===== config.mk =====
export PLATFORM = sky130hd
export DESIGN_NAME = mem_rr_arbiter
export DESIGN_NICKNAME = d
export VERILOG_FILES = /design/src/rtl/mem_rr_arbiter.sv
export SDC_FILE = /design/constraint.sdc
export NUM_CORES = 1
export LEC_CHECK = 0
export ABC_AREA = 1
export BUFFER_PORTS_ARGS = -buffer_cell sky130_fd_sc_hd__buf_2
export CORE_MARGIN = 2
export CORE_UTILIZATION = 28
export CTS_CLUSTER_DIAMETER = 150
export DETAILED_ROUTE_END_ITERATION = 8
export HOLD_SLACK_MARGIN = 0.03
export SLEW_MARGIN = 10
export SYNTH_ARGS = -nofsm -noshare
export SYNTH_HDL_FRONTEND = slang
export SYNTH_SLANG_ARGS = --single-unit

===== constraint.sdc =====
create_clock -name clk_i -period 9.2 [get_ports clk_i]
set_input_delay 1.84 -clock clk_i [delete_from_list [all_inputs] [get_ports clk_i]]
set_output_delay 1.84 -clock clk_i [all_outputs]
set_load 0.05 [all_outputs]

===== src/rtl/mem_rr_arbiter.sv =====
// Two-requester round-robin arbiter and sequencer for a single-port
// valid/ready memory. One memory transaction per grant; registered outputs;
// timeout with error pulse if the memory never answers.
module mem_rr_arbiter #(
  parameter int WIDTH      = 32,
  parameter int DEPTH      = 32,
  parameter int ADDR_WIDTH = $clog2(DEPTH),
  parameter int TIMEOUT    = 16
) (
  input  logic                  clk_i,
  input  logic                  rst_i,
  input  logic                  req0_valid_i,
  input  logic                  req0_wr_rd_i,
  input  logic [ADDR_WIDTH-1:0] req0_addr_i,
  input  logic [WIDTH-1:0]      req0_wdata_i,
  output logic                  req0_ready_o,
  output logic [WIDTH-1:0]      req0_rdata_o,
  output logic                  req0_err_o,
  input  logic                  req1_valid_i,
  input  logic                  req1_wr_rd_i,
  input  logic [ADDR_WIDTH-1:0] req1_addr_i,
  input  logic [WIDTH-1:0]      req1_wdata_i,
  output logic                  req1_ready_o,
  output logic [WIDTH-1:0]      req1_rdata_o,
  output logic                  req1_err_o,
  output logic                  mem_valid_o,
  output logic                  mem_wr_rd_o,
  output logic [ADDR_WIDTH-1:0] mem_addr_o,
  output logic [WIDTH-1:0]      mem_wdata_o,
  input  logic                  mem_ready_i,
  input  logic [WIDTH-1:0]      mem_rdata_i,
  output logic                  busy_o
);

  localparam int CW = $clog2(TIMEOUT);

  typedef enum logic [1:0] {S_IDLE, S_ISSUE, S_RESP, S_DONE} state_t;

  state_t                r_state;
  logic                  r_grant;
  logic                  r_last_grant;
  logic [CW-1:0]         r_cnt;

  state_t                w_state_nxt;
  logic                  w_grant_nxt;
  logic                  w_last_grant_nxt;
  logic [CW-1:0]         w_cnt_nxt;
  logic                  w_pick;
  logic                  w_mem_valid_nxt;
  logic                  w_mem_wr_rd_nxt;
  logic [ADDR_WIDTH-1:0] w_mem_addr_nxt;
  logic [WIDTH-1:0]      w_mem_wdata_nxt;
  logic                  w_ready0_nxt;
  logic                  w_ready1_nxt;
  logic                  w_err0_nxt;
  logic                  w_err1_nxt;
  logic [WIDTH-1:0]      w_rdata0_nxt;
  logic [WIDTH-1:0]      w_rdata1_nxt;

  // Round-robin pick: req1 wins if alone, or on a tie when req0 was served last
  assign w_pick = req1_valid_i & (~req0_valid_i | ~r_last_grant);

  // Next-state and next-output computation; every output is registered below
  always_comb begin
    w_state_nxt      = r_state;
    w_grant_nxt      = r_grant;
    w_last_grant_nxt = r_last_grant;
    w_cnt_nxt        = r_cnt;
    w_mem_valid_nxt  = 1'b0;
    w_mem_wr_rd_nxt  = mem_wr_rd_o;
    w_mem_addr_nxt   = mem_addr_o;
    w_mem_wdata_nxt  = mem_wdata_o;
    w_ready0_nxt     = 1'b0;
    w_ready1_nxt     = 1'b0;
    w_err0_nxt       = 1'b0;
    w_err1_nxt       = 1'b0;
    w_rdata0_nxt     = req0_rdata_o;
    w_rdata1_nxt     = req1_rdata_o;
    unique case (r_state)
      S_IDLE: begin
        if (req0_valid_i | req1_valid_i) begin
          w_state_nxt      = S_ISSUE;
          w_grant_nxt      = w_pick;
          w_last_grant_nxt = w_pick;
          w_mem_valid_nxt  = 1'b1;
          w_mem_wr_rd_nxt  = w_pick ? req1_wr_rd_i : req0_wr_rd_i;
          w_mem_addr_nxt   = w_pick ? req1_addr_i  : req0_addr_i;
          w_mem_wdata_nxt  = w_pick ? req1_wdata_i : req0_wdata_i;
        end
      end
      S_ISSUE: begin
        w_state_nxt = S_RESP;
        w_cnt_nxt   = '0;
      end
      S_RESP: begin
        if (mem_ready_i) begin
          w_state_nxt = S_DONE;
          if (r_grant) begin
            w_ready1_nxt = 1'b1;
            if (!mem_wr_rd_o) w_rdata1_nxt = mem_rdata_i;
          end else begin
            w_ready0_nxt = 1'b1;
            if (!mem_wr_rd_o) w_rdata0_nxt = mem_rdata_i;
          end
        end else if (r_cnt == CW'(TIMEOUT - 1)) begin
          w_state_nxt = S_DONE;
          if (r_grant) begin
            w_ready1_nxt = 1'b1;
            w_err1_nxt   = 1'b1;
            w_rdata1_nxt = '0;
          end else begin
            w_ready0_nxt = 1'b1;
            w_err0_nxt   = 1'b1;
            w_rdata0_nxt = '0;
          end
        end else begin
          w_cnt_nxt = r_cnt + CW'(1);
        end
      end
      S_DONE: begin
        w_state_nxt = S_IDLE;
      end
      default: w_state_nxt = S_IDLE;
    endcase
  end

  // State and registered outputs; async reset aborts any transaction in flight
  always_ff @(posedge clk_i or posedge rst_i) begin
    if (rst_i) begin
      r_state      <= S_IDLE;
      r_grant      <= 1'b0;
      r_last_grant <= 1'b1;
      r_cnt        <= '0;
      mem_valid_o  <= 1'b0;
      mem_wr_rd_o  <= 1'b0;
      mem_addr_o   <= '0;
      mem_wdata_o  <= '0;
      req0_ready_o <= 1'b0;
      req1_ready_o <= 1'b0;
      req0_err_o   <= 1'b0;
      req1_err_o   <= 1'b0;
      req0_rdata_o <= '0;
      req1_rdata_o <= '0;
      busy_o       <= 1'b0;
    end else begin
      r_state      <= w_state_nxt;
      r_grant      <= w_grant_nxt;
      r_last_grant <= w_last_grant_nxt;
      r_cnt        <= w_cnt_nxt;
      mem_valid_o  <= w_mem_valid_nxt;
      mem_wr_rd_o  <= w_mem_wr_rd_nxt;
      mem_addr_o   <= w_mem_addr_nxt;
      mem_wdata_o  <= w_mem_wdata_nxt;
      req0_ready_o <= w_ready0_nxt;
      req1_ready_o <= w_ready1_nxt;
      req0_err_o   <= w_err0_nxt;
      req1_err_o   <= w_err1_nxt;
      req0_rdata_o <= w_rdata0_nxt;
      req1_rdata_o <= w_rdata1_nxt;
      busy_o       <= (w_state_nxt != S_IDLE);
    end
  end

endmodule

==> results.json <==
{
  "status": "completed",
  "async_reset_ff_share_pct": 100,
  "p_leak_uw": 0.00348,
  "crit_path_max_incr_delay_ns": 0.59,
  "clockBufferDepth": 2,
  "grt_usage_pct": 14.2,
  "synth_top_cell_area_share_pct": 56.7,
  "netlist-cell-type-count": 25,
  "synth.most_common_cell": "nand2_1",
  "grt_pass1_vias": 4203,
  "ant_nets": 0,
  "grt-ovfl-total": 0,
  "finalClockSkew_ns": 0.00419,
  "path_clk_slew_ns": 0.05,
  "reg2regPathDepth": 7,
  "use_met2_pct": 21.4,
  "route.detailed.drc": 0,
  "use_met1_pct": 18.4,
  "ys_top_cells_by_area": "dfrtp_1 (57%), nand2_1 (11%), o21ai_2 (7.1%), a31oi_1 (4.7%), nand3_1 (4.1%)",
  "num_rows": 49,
  "post-route-period-util_pct": 38.4,
  "ys_seq_elements": 116,
  "drt_iter0_markers": 207,
  "top_usage_layer": "met2",
  "gp_routability_congestion": 0.760,
  "vias": 4386,
  "dr.pass1.iters": 4,
  "holdBufCountCts": 0,
  "crit_chain": "buf_2, nor2_1, nor2_4, buf_4, nor2_1, a31oi_1",
  "path_buf_inv": 2,
  "cp.depth": 6,
  "synth_edf_count": 0,
  "hold_violations": 0,
  "use_met3_pct": 6.08,
  "ir_drop_uv": 220,
  "clock_latency_ns": 0.40,
  "crit_path_frequent_cell": "nor2_1",
  "drt_wl_total_um": 13500,
  "relSlewSlack_pct": 40.4,
  "grt_start_max_net_pins": 71,
  "synth.net_count": 642,
  "maxCapViolations": 0,
  "drv_slew": 0,
  "critPathTopFamily": "buffers and inverters",
  "top_level_ports": 221,
  "drive_gt1_share_pct": 40.6,
  "h-tree-depth": 4,
  "rsz0062_at_grt": "false",
  "wl_per_cell_um": 13.9,
  "grt_pass1_wl_um": 21700,
  "p_per_area_nw_per_um2": 450,
  "dieWidth_um": 139,
  "buffer_ports.inserted": 220,
  "final_area_um2": 6880,
  "crit_arrival_ns": 3.85,
  "area_growth_pct": 35.5,
  "synth-main-ff-cell": "dfrtp_1",
  "worstMarginPinSlew_ns": 0.895,
  "antenna_found_initial": 0,
  "cts_root_buf": "clkbuf_16",
  "synth_warnings": 0,
  "yosysTopAreaCell": "dfrtp_1",
  "cts_tree": "built",
  "fin_nets": 849,
  "final_cells": 973,
  "slowest_stage": "buf_2",
  "hpwlAfterDp_um": 9300,
  "yosysSeqAreaShare_pct": 57.2,
  "fmax_ghz": 0.283,
  "ctsResizeCount": 0,
  "viasPerCell": 4.51,
  "dpl_cell_area_um2": 6240,
  "critPathLaunchType": "input pin",
  "final-setup-viol-count": 0,
  "crit_type": "input pin to flop",
  "antenna_cells": 0,
  "worstPathRequired_ns": 9.52,
  "netlist_top_cells_count": "nand2_1 (151), dfrtp_1 (115), nor2_1 (44), nand3_1 (42), o21ai_2 (41)",
  "die_area_um2": 19200,
  "cts_setup_buffers": 0,
  "netlist_instances": 524,
  "fin_util_pct": 38.4,
  "dp.cells": 941,
  "syn-cell-area_um2": 5080,
  "end_kind": "flop",
  "crit_fanout": 62,
  "layout_min_cycle_time_ns": 3.53,
  "pre_cts_ws_ns": 5.24,
  "whs_path_depth": 2,
  "core-area_um2": 17900,
  "hp-class": "flop to flop",
  "cts.sinks": 116,
  "setup_slack_ns": 5.67,
  "syn_area_per_cell_um2": 9.69,
  "tns_ns": 0,
  "cts_made_buffers": 17,
  "start_util_pct": 28.4,
  "die_y_um": 139
}
-- through the flow --
| step | hold WS (ns) | power (uW) |
|---|---|---|
| 2_1_floorplan | 0.444 | 2060 |
| 3_3_place_gp | 0.457 | 2390 |
| 3_5_place_dp | 0.463 | 2400 |
| 4_1_cts | 0.477 | 3130 |
| 5_1_grt | 0.496 | 3270 |
| 6_report | 0.474 | 3100 |
-- registers in the layout, summed over array words and instances, names as in the netlist --
signal        count
r_cnt             4
mem_wr_rd_o       1
req0_err_o        1
mem_addr_o        5
req0_rdata_o     32
r_state           2
r_grant           1
req1_err_o        1
r_last_grant      1
busy_o            1
req1_ready_o      1
req1_rdata_o     32
mem_wdata_o      32
req0_ready_o      1
mem_valid_o       1
-- logic make-up (layout without fill, tap and decap cells) --
logic type | count (synthesis) | in the layout | synth area share, %
AOI/OAI and AO/OA | 110 | 110 | 15.0
xor gates and xnor gates | 1 | 1 | 0.173
adders and majority gates | 5 | 5 | 1.23
buffers and inverters | 46 | 266 | 5.91
DFF | 116 | 116 | 57.2
and+or+nand+nor | 246 | 246 | 20.5
-- worst reg2reg max path, cell delays in order (launching register included) --
cell and delay, ns:
dfrtp_1 0.38, inv_1 0.12, ha_1 0.28, inv_1 0.16, a21oi_4 0.15, nand3_4 0.57
nand2_1 0.33, o21ai_2 0.07
-- cell type report --
class / count / area (um^2)
Tap cell: 229 / 287
Inverter: 10 / 40.0
Timing Repair Buffer: 224 / 1130
Clock inverter: 10 / 178
Fill cell: 1837 / 11000
Sequential cell: 116 / 2900
Multi-Input combinational cell: 362 / 1880
Clock buffer: 22 / 464
-- power breakdown --
part / total, uW / internal [uW] / switching [uW]
clock network: 722 / 493 / 228
logic: 1500 / 343 / 1160
registers: 872 / 743 / 128
total: 3100 / 1580 / 1520
-- path summary, 6_finish.rpt --
check,start,to,slack [ns]
max in group asynchronous,rst_i,req0_err_o$_DFF_PP0_,6.34
worst min-delay path,req0_rdata_o[15]$_DFFE_PP0P_,req0_rdata_o[15]$_DFFE_PP0P_,0.47
worst max-delay path,req1_valid_i,mem_wdata_o[5]$_DFFE_PP0P_,5.67
worst min register to register,req0_rdata_o[15]$_DFFE_PP0P_,req0_rdata_o[15]$_DFFE_PP0P_,0.47
min in group asynchronous,rst_i,mem_wdata_o[0]$_DFFE_PP0P_,1.51
worst max register to register,r_state[0]$_DFF_PP0_,req0_rdata_o[17]$_DFFE_PP0P_,6.99
-- layout by cell type, fill, tap and decap left out --
cell type	count
nand3_1	42
inv_1	9
o21ai_1	23
xor2_1	1
dfrtp_1	115
ha_1	5
a21oi_1	1
a31oi_1	38
clkinv_2	4
o21ai_0	6
buf_2	220
nand2_4	1
nor4_1	2
dfstp_2	1
buf_4	4
clkinvlp_4	1
nor2_1	44
inv_4	1
nand2_1	151
o21ai_2	41
nand4_1	1
bufinv_16	5
nor2_4	1
clkbuf_8	2
nand3b_1	1
clkbuf_16	17
nand3_4	3
a21oi_4	1
clkbuf_1	3
-- metal layers --
layer | vias to the layer above | share of wire, %
li1 | 2180 | -
met1 | 2006 | 46
met2 | 188 | 43
met3 | 12 | 9.6
met4 | 0 | 1.4
met5 | - | 0
No activity file was read; power rests on OpenSTA's default activity.
